### config.mk
export PLATFORM = sky130hd
export DESIGN_NAME = universal_shift_register_flat
export DESIGN_NICKNAME = d
export VERILOG_FILES = /design/src/rtl/universal_shift_register_if.sv /design/src/rtl/universal_shift_register.sv /design/src/flat_wrapper.sv
export SDC_FILE = /design/constraint.sdc
export NUM_CORES = 1
export LEC_CHECK = 0
export CORE_MARGIN = 4
export CORE_UTILIZATION = 44
export CTS_CLUSTER_DIAMETER = 120
export DETAILED_ROUTE_END_ITERATION = 6
export PLACE_DENSITY_LB_ADDON = 0.08
export SYNTH_ARGS = -nofsm -noshare
export SYNTH_HDL_FRONTEND = slang
export SYNTH_SLANG_ARGS = --single-unit
### constraint.sdc
create_clock -name clk -period 1.5 [get_ports clk]
set_input_delay 0.225 -clock clk [delete_from_list [all_inputs] [get_ports clk]]
set_output_delay 0.225 -clock clk [all_outputs]
set_load 0.01 [all_outputs]
### src/rtl/universal_shift_register_if.sv
// -----------------------------------------------------------------------------
// universal_shift_register_if
//
// Purpose:
//   Groups the command/handshake bus of universal_shift_register into one
//   bundle. Signal names keep the block's documented port names.
//
// Signals:
//   data_i      [WIDTH] parallel load value
//   mode_i      [3]     operation select, sampled on accept
//   amt_i       [AMT_W] number of single-bit steps, sampled on accept
//   start_i             command request, accepted only while busy_o = 0
//   ser_l_i             serial fill into MSB for logical shift right
//   ser_r_i             serial fill into LSB for shift left
//   Y_o         [WIDTH] register contents
//   busy_o              command in progress
//   done_o              one-cycle pulse on command completion
//   shift_out_o         last bit shifted or rotated out
//   abort_i / aborted_o only when USR_ABORT_EN is defined
//
// Handshake: the controller raises start_i while busy_o = 0. The command is
//   accepted on that rising edge, busy_o rises in the next cycle and stays
//   high until the single done_o cycle has passed. start_i seen while
//   busy_o = 1 is dropped, not queued.
//
// Modports:
//   master - controller side (drives commands, observes status)
//   slave  - shift register side
//
// Configuration macro: USR_ABORT_EN
// -----------------------------------------------------------------------------
interface universal_shift_register_if #(
  parameter int WIDTH = 8,
  parameter int AMT_W = 4
);
  logic [WIDTH-1:0] data_i;
  logic [2:0]       mode_i;
  logic [AMT_W-1:0] amt_i;
  logic             start_i;
  logic             ser_l_i;
  logic             ser_r_i;
  logic [WIDTH-1:0] Y_o;
  logic             busy_o;
  logic             done_o;
  logic             shift_out_o;
`ifdef USR_ABORT_EN
  logic             abort_i;
  logic             aborted_o;
`endif

`ifdef USR_ABORT_EN
  modport master (
    output data_i, mode_i, amt_i, start_i, ser_l_i, ser_r_i, abort_i,
    input  Y_o, busy_o, done_o, shift_out_o, aborted_o
  );

  modport slave (
    input  data_i, mode_i, amt_i, start_i, ser_l_i, ser_r_i, abort_i,
    output Y_o, busy_o, done_o, shift_out_o, aborted_o
  );
`else
  modport master (
    output data_i, mode_i, amt_i, start_i, ser_l_i, ser_r_i,
    input  Y_o, busy_o, done_o, shift_out_o
  );

  modport slave (
    input  data_i, mode_i, amt_i, start_i, ser_l_i, ser_r_i,
    output Y_o, busy_o, done_o, shift_out_o
  );
`endif

endinterface

### src/rtl/universal_shift_register.sv
// -----------------------------------------------------------------------------
// universal_shift_register
//
// Purpose:
//   Parametrised universal shift register with parallel load. One command is
//   accepted per start pulse: a parallel load, a hold, or a shift/rotate of
//   amt_i single-bit steps executed one step per clock.
//
// Ports:
//   clk      rising-edge clock
//   rst_n    asynchronous active-low reset
//   bus      universal_shift_register_if.slave (command + status bundle)
//   o_state  current FSM state (IDLE=0, RUN=1, DONE=2) for observation
//
// Modes (mode_i):
//   000 hold, 001 load, 010 shift left, 011 logical shift right,
//   100 rotate left, 101 rotate right, 110 arithmetic shift right,
//   111 reserved (behaves as hold)
//
// Timing:
//   The first step of a shift/rotate happens on the accept edge itself, so an
//   N-step command spends N-1 cycles in RUN plus one DONE cycle: busy_o is
//   high for N cycles and done_o marks the cycle in which the result is valid.
//   Load/hold/reserved and N = 0 go straight to DONE (busy_o for one cycle).
//
// Configuration macro: USR_ABORT_EN
//   When defined, abort_i in RUN ends the command early on that edge without
//   stepping; aborted_o accompanies the done_o pulse.
// -----------------------------------------------------------------------------
module universal_shift_register #(
  parameter int WIDTH = 8,
  parameter int AMT_W = 4
) (
  input  logic                        clk,
  input  logic                        rst_n,
  universal_shift_register_if.slave   bus,
  output logic [1:0]                  o_state
);

  typedef enum logic [1:0] {
    S_IDLE = 2'd0,
    S_RUN  = 2'd1,
    S_DONE = 2'd2
  } state_t;

  localparam logic [2:0] M_HOLD = 3'b000;
  localparam logic [2:0] M_LOAD = 3'b001;
  localparam logic [2:0] M_SHL  = 3'b010;
  localparam logic [2:0] M_SHR  = 3'b011;
  localparam logic [2:0] M_ROL  = 3'b100;
  localparam logic [2:0] M_ROR  = 3'b101;
  localparam logic [2:0] M_ASR  = 3'b110;

  localparam logic [AMT_W-1:0] AMT_ZERO = '0;
  localparam logic [AMT_W-1:0] AMT_ONE  = AMT_W'(1);

  // ---------------------------------------------------------------------------
  // Registers
  // ---------------------------------------------------------------------------
  state_t           r_state;
  logic [WIDTH-1:0] r_y;
  logic             r_out;
  logic [2:0]       r_mode;
  logic [AMT_W-1:0] r_rem;
`ifdef USR_ABORT_EN
  logic             r_aborted;
`endif

  // ---------------------------------------------------------------------------
  // Next-state / next-data wires
  // ---------------------------------------------------------------------------
  state_t           w_nxt_state;
  logic [WIDTH-1:0] w_nxt_y;
  logic             w_nxt_out;
  logic [2:0]       w_nxt_mode;
  logic [AMT_W-1:0] w_nxt_rem;
`ifdef USR_ABORT_EN
  logic             w_nxt_aborted;
`endif

  logic [2:0]       w_op_mode;
  logic [WIDTH-1:0] w_step_y;
  logic             w_step_out;
  logic             w_abort;

`ifdef USR_ABORT_EN
  assign w_abort = bus.abort_i;
`else
  assign w_abort = 1'b0;
`endif

  // On the accept edge the latched mode is not yet valid, so the step logic
  // looks at mode_i directly; in RUN it uses the latched copy.
  assign w_op_mode = (r_state == S_IDLE) ? bus.mode_i : r_mode;

  // ---------------------------------------------------------------------------
  // Single-bit step. Serial fills are taken live on every step edge.
  // ---------------------------------------------------------------------------
  always_comb begin
    w_step_y   = r_y;
    w_step_out = r_out;
    case (w_op_mode)
      M_SHL: begin
        w_step_y   = {r_y[WIDTH-2:0], bus.ser_r_i};
        w_step_out = r_y[WIDTH-1];
      end
      M_SHR: begin
        w_step_y   = {bus.ser_l_i, r_y[WIDTH-1:1]};
        w_step_out = r_y[0];
      end
      M_ROL: begin
        w_step_y   = {r_y[WIDTH-2:0], r_y[WIDTH-1]};
        w_step_out = r_y[WIDTH-1];
      end
      M_ROR: begin
        w_step_y   = {r_y[0], r_y[WIDTH-1:1]};
        w_step_out = r_y[0];
      end
      M_ASR: begin
        w_step_y   = {r_y[WIDTH-1], r_y[WIDTH-1:1]};
        w_step_out = r_y[0];
      end
      default: begin
        w_step_y   = r_y;
        w_step_out = r_out;
      end
    endcase
  end

  // ---------------------------------------------------------------------------
  // FSM next-state and datapath update
  // ---------------------------------------------------------------------------
  always_comb begin
    w_nxt_state   = r_state;
    w_nxt_y       = r_y;
    w_nxt_out     = r_out;
    w_nxt_mode    = r_mode;
    w_nxt_rem     = r_rem;
`ifdef USR_ABORT_EN
    w_nxt_aborted = 1'b0;
`endif

    case (r_state)
      S_IDLE: begin
        if (bus.start_i) begin
          w_nxt_mode = bus.mode_i;
          w_nxt_rem  = AMT_ZERO;
          case (bus.mode_i)
            M_LOAD: begin
              w_nxt_y     = bus.data_i;
              w_nxt_state = S_DONE;
            end
            M_SHL, M_SHR, M_ROL, M_ROR, M_ASR: begin
              if (bus.amt_i == AMT_ZERO) begin
                w_nxt_state = S_DONE;
              end else begin
                // First step happens right here on the accept edge.
                w_nxt_y     = w_step_y;
                w_nxt_out   = w_step_out;
                w_nxt_rem   = bus.amt_i - AMT_ONE;
                w_nxt_state = (bus.amt_i == AMT_ONE) ? S_DONE : S_RUN;
              end
            end
            default: begin
              // hold and reserved: nothing to do, just report completion
              w_nxt_state = S_DONE;
            end
          endcase
        end
      end

      S_RUN: begin
        if (w_abort) begin
          w_nxt_state   = S_DONE;
`ifdef USR_ABORT_EN
          w_nxt_aborted = 1'b1;
`endif
        end else begin
          w_nxt_y     = w_step_y;
          w_nxt_out   = w_step_out;
          w_nxt_rem   = r_rem - AMT_ONE;
          // rem is about to reach zero: this was the last step
          if (r_rem == AMT_ONE) begin
            w_nxt_state = S_DONE;
          end
        end
      end

      S_DONE: begin
        w_nxt_state = S_IDLE;
      end

      default: begin
        w_nxt_state = S_IDLE;
      end
    endcase
  end

  // ---------------------------------------------------------------------------
  // State register
  // ---------------------------------------------------------------------------
  always_ff @(posedge clk or negedge rst_n) begin
    if (!rst_n) begin
      r_state   <= S_IDLE;
      r_y       <= '0;
      r_out     <= 1'b0;
      r_mode    <= M_HOLD;
      r_rem     <= AMT_ZERO;
`ifdef USR_ABORT_EN
      r_aborted <= 1'b0;
`endif
    end else begin
      r_state   <= w_nxt_state;
      r_y       <= w_nxt_y;
      r_out     <= w_nxt_out;
      r_mode    <= w_nxt_mode;
      r_rem     <= w_nxt_rem;
`ifdef USR_ABORT_EN
      r_aborted <= w_nxt_aborted;
`endif
    end
  end

  // ---------------------------------------------------------------------------
  // Outputs: all decoded from registers, so reset clears them immediately.
  // ---------------------------------------------------------------------------
  assign bus.Y_o         = r_y;
  assign bus.busy_o      = (r_state != S_IDLE);
  assign bus.done_o      = (r_state == S_DONE);
  assign bus.shift_out_o = r_out;
`ifdef USR_ABORT_EN
  assign bus.aborted_o   = r_aborted;
`endif
  assign o_state         = r_state;

endmodule

### src/flat_wrapper.sv
// flat-port wrapper written by rule: the top's interface ports become plain ports
module universal_shift_register_flat 
#(
  parameter int WIDTH = 8,
  parameter int AMT_W = 4
)
  (clk, rst_n, o_state, bus_data_i, bus_mode_i, bus_amt_i, bus_start_i, bus_ser_l_i, bus_ser_r_i, bus_Y_o, bus_busy_o, bus_done_o, bus_shift_out_o);
  universal_shift_register_if #(.WIDTH(WIDTH), .AMT_W(AMT_W)) bus_i ();
  input  logic clk;
  input  logic rst_n;
  output logic [1:0] o_state;
  input wire logic [$bits(bus_i.data_i)-1:0] bus_data_i;
  input wire logic [$bits(bus_i.mode_i)-1:0] bus_mode_i;
  input wire logic [$bits(bus_i.amt_i)-1:0] bus_amt_i;
  input wire logic [$bits(bus_i.start_i)-1:0] bus_start_i;
  input wire logic [$bits(bus_i.ser_l_i)-1:0] bus_ser_l_i;
  input wire logic [$bits(bus_i.ser_r_i)-1:0] bus_ser_r_i;
  output wire logic [$bits(bus_i.Y_o)-1:0] bus_Y_o;
  output wire logic [$bits(bus_i.busy_o)-1:0] bus_busy_o;
  output wire logic [$bits(bus_i.done_o)-1:0] bus_done_o;
  output wire logic [$bits(bus_i.shift_out_o)-1:0] bus_shift_out_o;
  assign bus_i.data_i = bus_data_i;
  assign bus_i.mode_i = bus_mode_i;
  assign bus_i.amt_i = bus_amt_i;
  assign bus_i.start_i = bus_start_i;
  assign bus_i.ser_l_i = bus_ser_l_i;
  assign bus_i.ser_r_i = bus_ser_r_i;
  assign bus_Y_o = bus_i.Y_o;
  assign bus_busy_o = bus_i.busy_o;
  assign bus_done_o = bus_i.done_o;
  assign bus_shift_out_o = bus_i.shift_out_o;
  universal_shift_register #(.WIDTH(WIDTH), .AMT_W(AMT_W)) u_core (.clk(clk), .rst_n(rst_n), .bus(bus_i), .o_state(o_state));
endmodule
==> impl_metrics.yaml, run 1 <==
outcome:
  status: "finished with violations"
  violations: "negative setup slack"
sta:
  fin_crit_ns: 1.71
  finalSetupViolCount: 12
  fin_worst_skew_ns: 0.00682
  hold_slack_ns: 0.250
  worst_slack_ns: -0.212
  max_freq_mhz: 584
  fin_crit_sh_pct: 114
  tightest_slew_ns: 0.321
  report.final.slew_viol_count: 0
  rsz0062_at_grt: "true"
  max-slew-margin-rel_pct: 78.5
  hold_viol_final: 0
critical_path:
  critPathMaxStageDelay_ns: 0.55
  timing.rr.end: "u_core.bus.Y_o[0]$_DFFE_PN0P_"
  cp.required_ns: 1.73
  cp-start-kind: "flop"
  r2r_start: "u_core.o_state[1]$_DFFE_PN0P_"
  cp-end-kind: "flop"
  r2r_slack_ns: -0.21
  crit_start: "u_core.o_state[1]$_DFFE_PN0P_"
  r2r_cells: 6
  path_cells: "buf_6 -> or4b_1 -> o21ai_2 -> a22o_1 -> a221oi_2 -> o2bb2ai_1"
  cp_max_fo: 3
  cp_slowest_cell: "or4b_1"
  crit_arrival_ns: 1.95
  path_class: "reg -> reg"
  crit_family: "simple AND/OR/NAND/NOR gates"
  cp.buffers_inverters: 1
placement:
  place_congestion: 0.902
  place_ws_ns: -0.575
  dp_hpwl_um: 3140
  io_buffers: 32
  numPlacedInstances: 229
layout:
  area_delta_synth_final_pct: 76.5
  nets: 243
  utilization_pct: 83.9
  insertedDiodeCount: 0
  final_common_cell: "buf_4"
  drive_gt1_share_pct: 48.6
  final_cell_mix: "35 x buf_4, 24 x clkdlybuf4s50_1, 17 x buf_6"
  fin_cells: 251
yosys:
  synth_ff_type: "dfrtp_1"
  synthMuxAreaShare_pct: 5.12
  synthCells: 139
  yosys.area_share.adder_pct: 1.86
  synth_edf_count: 0
  ys_top_cells_by_area: "dfrtp_1 34%, a221oi_1 5.2%, o2bb2ai_1 5.2%"
  async_flop_share_pct: 100
  synth_top_family_by_area: "compound AO/OA/AOI/OAI gates"
  synthXorXnorAreaFrac_pct: 1.96
  synth_compound_area_share_pct: 33.1
  synth_top_area_cell: "dfrtp_1"
  ys_ff_latch: 18
  synthesis.area_sq_um: 1340
  synth-simple-area-share_pct: 17.4
  yosysWarnings: 0
  yosysSeqAreaShare_pct: 33.5
  yosysTopAreaCellShare_pct: 33.5
  ys_types: 51
  syn_nets: 161
  syn_avg_cell_area_sq_um: 9.67
power_and_ir_drop:
  p_per_area_nw_per_um2: 2310
  ir_drop_mv: 1.85
  p_total_w: 0.00548
  leakage_nw: 0.999
routing:
  wl_per_cell_um: 20.0
  remaining_drc_errors: 0
  drt_wl_total_um: 5030
  drtPass1Iterations: 4
  routed-via-count: 1564
  ant_nets: 0
  routed_via_density: 6.23
  drt-initial-drc-count: 123
global_routing:
  grt_pass1_wl_um: 7590
  grt_pass1_vias: 1602
  busiest_layer: "met2"
  grtUsageMet2_pct: 41.0
  antenna_found_initial: 0
  grt_max_degree: 19
  grt.met3_usage_pct: 5.33
  overflow: 0
  grt_usage_pct: 24.0
  met1_usage_pct: 28.7
run:
  cap_violations: 0
cts:
  root_buffer: "clkbuf_4"
  clk_pin_slew_ns: 0.12
  clock_sinks: 18
  cts_hold_buf: 0
  h-tree-depth: 1
  cts_tree: "yes"
  clkLatencyLatePin_ns: 0.30
  cts_buffers: 3
  cts_buffer_depth: 2
floorplan:
  num_rows: 19
  die_area_sq_um: 4000
  die_width_um: 63.3
  initial_utilization_pct: 47.5
  dieHeight_um: 63.3
  core_sq_um: 2830
  io_pins: 33
min_path:
  hp-class: "in -> async"
-- where the power goes --
part | internal [W] | switching [W]
clock | 0.000148 | 0.000171
sequential | 0.000738 | 0.000225
combinational | 0.00223 | 0.00197
-- how the worst max path moves through the flow --
stage / end / slack (ns) / cells past startpoint
floorplan: u_core.bus.Y_o[1]$_DFFE_PN0P_ / -0.006 / 6
global placement: u_core.bus.shift_out_o$_DFFE_PN0P_ / -0.52 / 6
detailed placement: u_core.bus.shift_out_o$_DFFE_PN0P_ / -0.57 / 6
CTS: u_core.bus.Y_o[7]$_DFFE_PN0P_ / -0.20 / 6
global route: u_core.bus.Y_o[4]$_DFFE_PN0P_ / -0.28 / 7
finish: u_core.bus.Y_o[0]$_DFFE_PN0P_ / -0.21 / 6
-- metal layers --
layer | vias up | part of all wire [%]
li1 | 706 | -
met1 | 770 | 40
met2 | 72 | 51
met3 | 16 | 6.3
met4 | 0 | 3.2
met5 | - | 0
-- sequential cells by signal (all words and copies together), names as in the netlist --
| name | count |
|---|---|
| u_core.bus.shift_out_o | 1 |
| u_core.r_mode | 3 |
| u_core.r_rem | 4 |
| u_core.bus.Y_o | 8 |
| u_core.o_state | 2 |
-- logic make-up after synthesis --
family / Yosys count
xor+xnor: 3
mux: 6
simple gates: 36
compound gates: 59
buf+inv: 15
fa+ha+maj: 2
flops: 18
-- per-stage QoR --
| step | instance area, sq um | setup TNS [ns] |
|---|---|---|
| detailed placement | 1940 | -7.44 |
| CTS | 2190 | -0.904 |
| finish | 2370 | -1.41 |
| global route | 2370 | -2.20 |
| floorplan | 1400 | -0.0399 |
| global placement | 1940 | -6.90 |
-- synth_stat cells, types with 3 or more instances --
cell type	count
a221oi_1	8
a21oi_1	8
nand2b_1	5
nor2b_1	3
inv_1	8
buf_6	4
mux2_2	3
o22a_1	3
nand2_1	8
o21ai_0	9
nor2_1	3
dfrtp_1	18
o2bb2ai_1	8
-- what timing repair did --
item	in CTS	in global routing
setup endpoints to repair	26	22
buffers inserted	15	4
pin swaps	17	15
gates resized for setup	37	33
cloned	0	0
-- cell type report --
class                   count  area, sq um
clock buffers               4         36.3
fillers                   160          457
inverters                   9         36.3
multi-input cells         106         1040
flip-flops and latches     18          453
well taps                  31         38.8
repair buffers             83          768
Note: power is estimated with default switching activity, not from simulation.
==> run 2, diff against run 1 <==
--- a/config.mk
+++ b/config.mk
@@ -8,6 +8,7 @@
 export CORE_MARGIN = 4
 export CORE_UTILIZATION = 44
 export CTS_CLUSTER_DIAMETER = 120
+export CTS_CLUSTER_SIZE = 30
 export DETAILED_ROUTE_END_ITERATION = 6
 export PLACE_DENSITY_LB_ADDON = 0.08
 export SYNTH_ARGS = -nofsm -noshare
==> results of run 2 <==
Final layout, timing and power as in run 1 (identical DEF).
==> run 3, diff against run 2 <==
--- a/config.mk
+++ b/config.mk
@@ -5,12 +5,13 @@
 export SDC_FILE = /design/constraint.sdc
 export NUM_CORES = 1
 export LEC_CHECK = 0
-export CORE_MARGIN = 4
-export CORE_UTILIZATION = 44
+export CORE_MARGIN = 1.5
+export CORE_UTILIZATION = 25
 export CTS_CLUSTER_DIAMETER = 120
 export CTS_CLUSTER_SIZE = 30
 export DETAILED_ROUTE_END_ITERATION = 6
 export PLACE_DENSITY_LB_ADDON = 0.08
+export SKIP_CTS_REPAIR_TIMING = 1
 export SYNTH_ARGS = -nofsm -noshare
 export SYNTH_HDL_FRONTEND = slang
 export SYNTH_SLANG_ARGS = --single-unit
==> run 3 against run 2 <==
  * The flow still finishes with violations (negative setup slack)
  * Cell area down 6.4%
  * Via count down 13%
  * Clock power up 31%
  * Clock skew down 0.0048 ns
  * Hold slack better by 0.050 ns
  * Sequential cell count unchanged
  * Sequential share of layout area up 1.5 points
  * Largest power group unchanged
  * Highest routed layer unchanged
==> impl_metrics.yaml, run 3 (synthesized netlist as in run 1, its figures left out) <==
outcome:
  status: "finished with violations"
  violations: "negative setup slack"
layout:
  final_common_cell: "buf_4"
  insertedDiodeCount: 0
  utilization_pct: 43.2
  largest_reg_flops: 8
  nets: 232
  area_delta_synth_final_pct: 65.3
  final_cell_mix: "34 x buf_4, 25 x clkdlybuf4s50_1, 13 x dfrtp_1"
  fillers: 547
  drive_gt1_share_pct: 40.7
routing:
  drtPass1Iterations: 4
  routed-via-count: 1354
  remaining_drc_errors: 0
  ant_nets: 0
  wl_per_cell_um: 14.9
  routed_via_density: 4.85
  drt-initial-drc-count: 34
  drt_wl_total_um: 4170
cts:
  clock_sinks: 18
  clk_pin_slew_ns: 0.08
  root_buffer: "clkbuf_8"
  cts_tree: "yes"
  cts_buffer_depth: 2
  clkLatencyLatePin_ns: 0.26
  cts_buffers: 3
  h-tree-depth: 1
sta:
  fin_setup_tns_ns: -1.28
  max_freq_mhz: 605
  tightest_slew_ns: 0.352
  max-slew-margin-rel_pct: 76.5
  fin_crit_sh_pct: 110
  hold_viol_final: 0
  hold_slack_ns: 0.300
  worst_slack_ns: -0.153
  report.final.slew_viol_count: 0
  fin_worst_skew_ns: 0.00201
  rsz0062_at_grt: "true"
  fin_crit_ns: 1.65
  finalSetupViolCount: 13
global_routing:
  busiest_layer: "met2"
  grt_usage_pct: 15.3
  met1_usage_pct: 20.1
  grt_pass1_vias: 1480
  antenna_found_initial: 0
  grt_max_degree: 19
  overflow: 0
  grtUsageMet2_pct: 26.3
  grt.met3_usage_pct: 2.16
  grt_pass1_wl_um: 7220
critical_path:
  crit_arrival_ns: 1.84
  cp-end-kind: "flop"
  path_class: "reg -> reg"
  cp_max_fo: 8
  cp-start-kind: "flop"
  cp.required_ns: 1.69
placement:
  place_ws_ns: -0.624
  dp_hpwl_um: 3220
  io_buffers: 32
  place_congestion: 0.805
run:
  cap_violations: 0
power_and_ir_drop:
  leakage_nw: 0.947
  p_per_area_nw_per_um2: 2160
  ir_drop_mv: 0.825
  p_total_w: 0.00479
floorplan:
  io_pins: 33
  initial_utilization_pct: 26.1
  num_rows: 26
  dieHeight_um: 76.3
  die_area_sq_um: 5820
  die_width_um: 76.3
  core_sq_um: 5140
min_path:
  hp-class: "in -> async"
run 3: cell count changes in the layout (fill, tap and decap cells not counted), sizes merged:
cell           delta
dlymetal6s2s      +4
buf              -13
clkdlybuf4s50     +1
clkdlybuf4s15     -1
clkbuf            +1
dlygate4sd2       -3
run 3: per-stage QoR:
stage / std cells / cell area (sq um)
floorplan: 139 / 1400
global placement: 270 / 2010
detailed placement: 270 / 2010
CTS: 274 / 2060
global route: 279 / 2220
finish: 279 / 2220
run 3: cell type report:
type	count	area (sq um)	share of cell area [%]
timing repair buffer	72	652	29.4
multi-input combinational	106	933	42.0
tap	70	87.6	3.94
sequential	18	457	20.6
inverter	9	36.3	1.63
clock buffer	4	55.1	2.48
run 3: power by group:
part / switching, W / total, W / internal [W]
Combinational: 0.00147 / 0.00329 / 0.00182
Sequential: 0.000339 / 0.00109 / 0.000747
Clock: 0.000183 / 0.000417 / 0.000234
run 3: worst paths after layout:
kind / start / to / slack (ns) / cells past startpoint
worst min-delay path: rst_n / u_core.bus.shift_out_o$_DFFE_PN0P_ / 0.30 / 2
worst max-delay path: u_core.o_state[1]$_DFFE_PN0P_ / u_core.bus.Y_o[7]$_DFFE_PN0P_ / -0.15 / 6
worst min register to register: u_core.r_rem[1]$_DFFE_PN0P_ / u_core.r_rem[1]$_DFFE_PN0P_ / 0.52 / 2
worst max register to register: u_core.o_state[1]$_DFFE_PN0P_ / u_core.bus.Y_o[7]$_DFFE_PN0P_ / -0.15 / 6
max in group asynchronous: rst_n / u_core.o_state[1]$_DFFE_PN0P_ / 0.98 / 2
min in group clk: bus_mode_i[0] / u_core.r_mode[0]$_DFFE_PN0P_ / 0.44 / 2
run 3: metal layers:
layer | vias up | routed length [um]
li1 | 678 | -
met1 | 637 | 1950
met2 | 35 | 2030
met3 | 4 | 165
met4 | 0 | 25
met5 | - | 0
run 3: critical path: stages (launching register included):
cell,delay [ns]
dfrtp_2,0.48
buf_6,0.14
or4b_4,0.49
o21ai_4,0.08
a22oi_2,0.06
o211ai_1,0.20
o2bb2ai_1,0.13
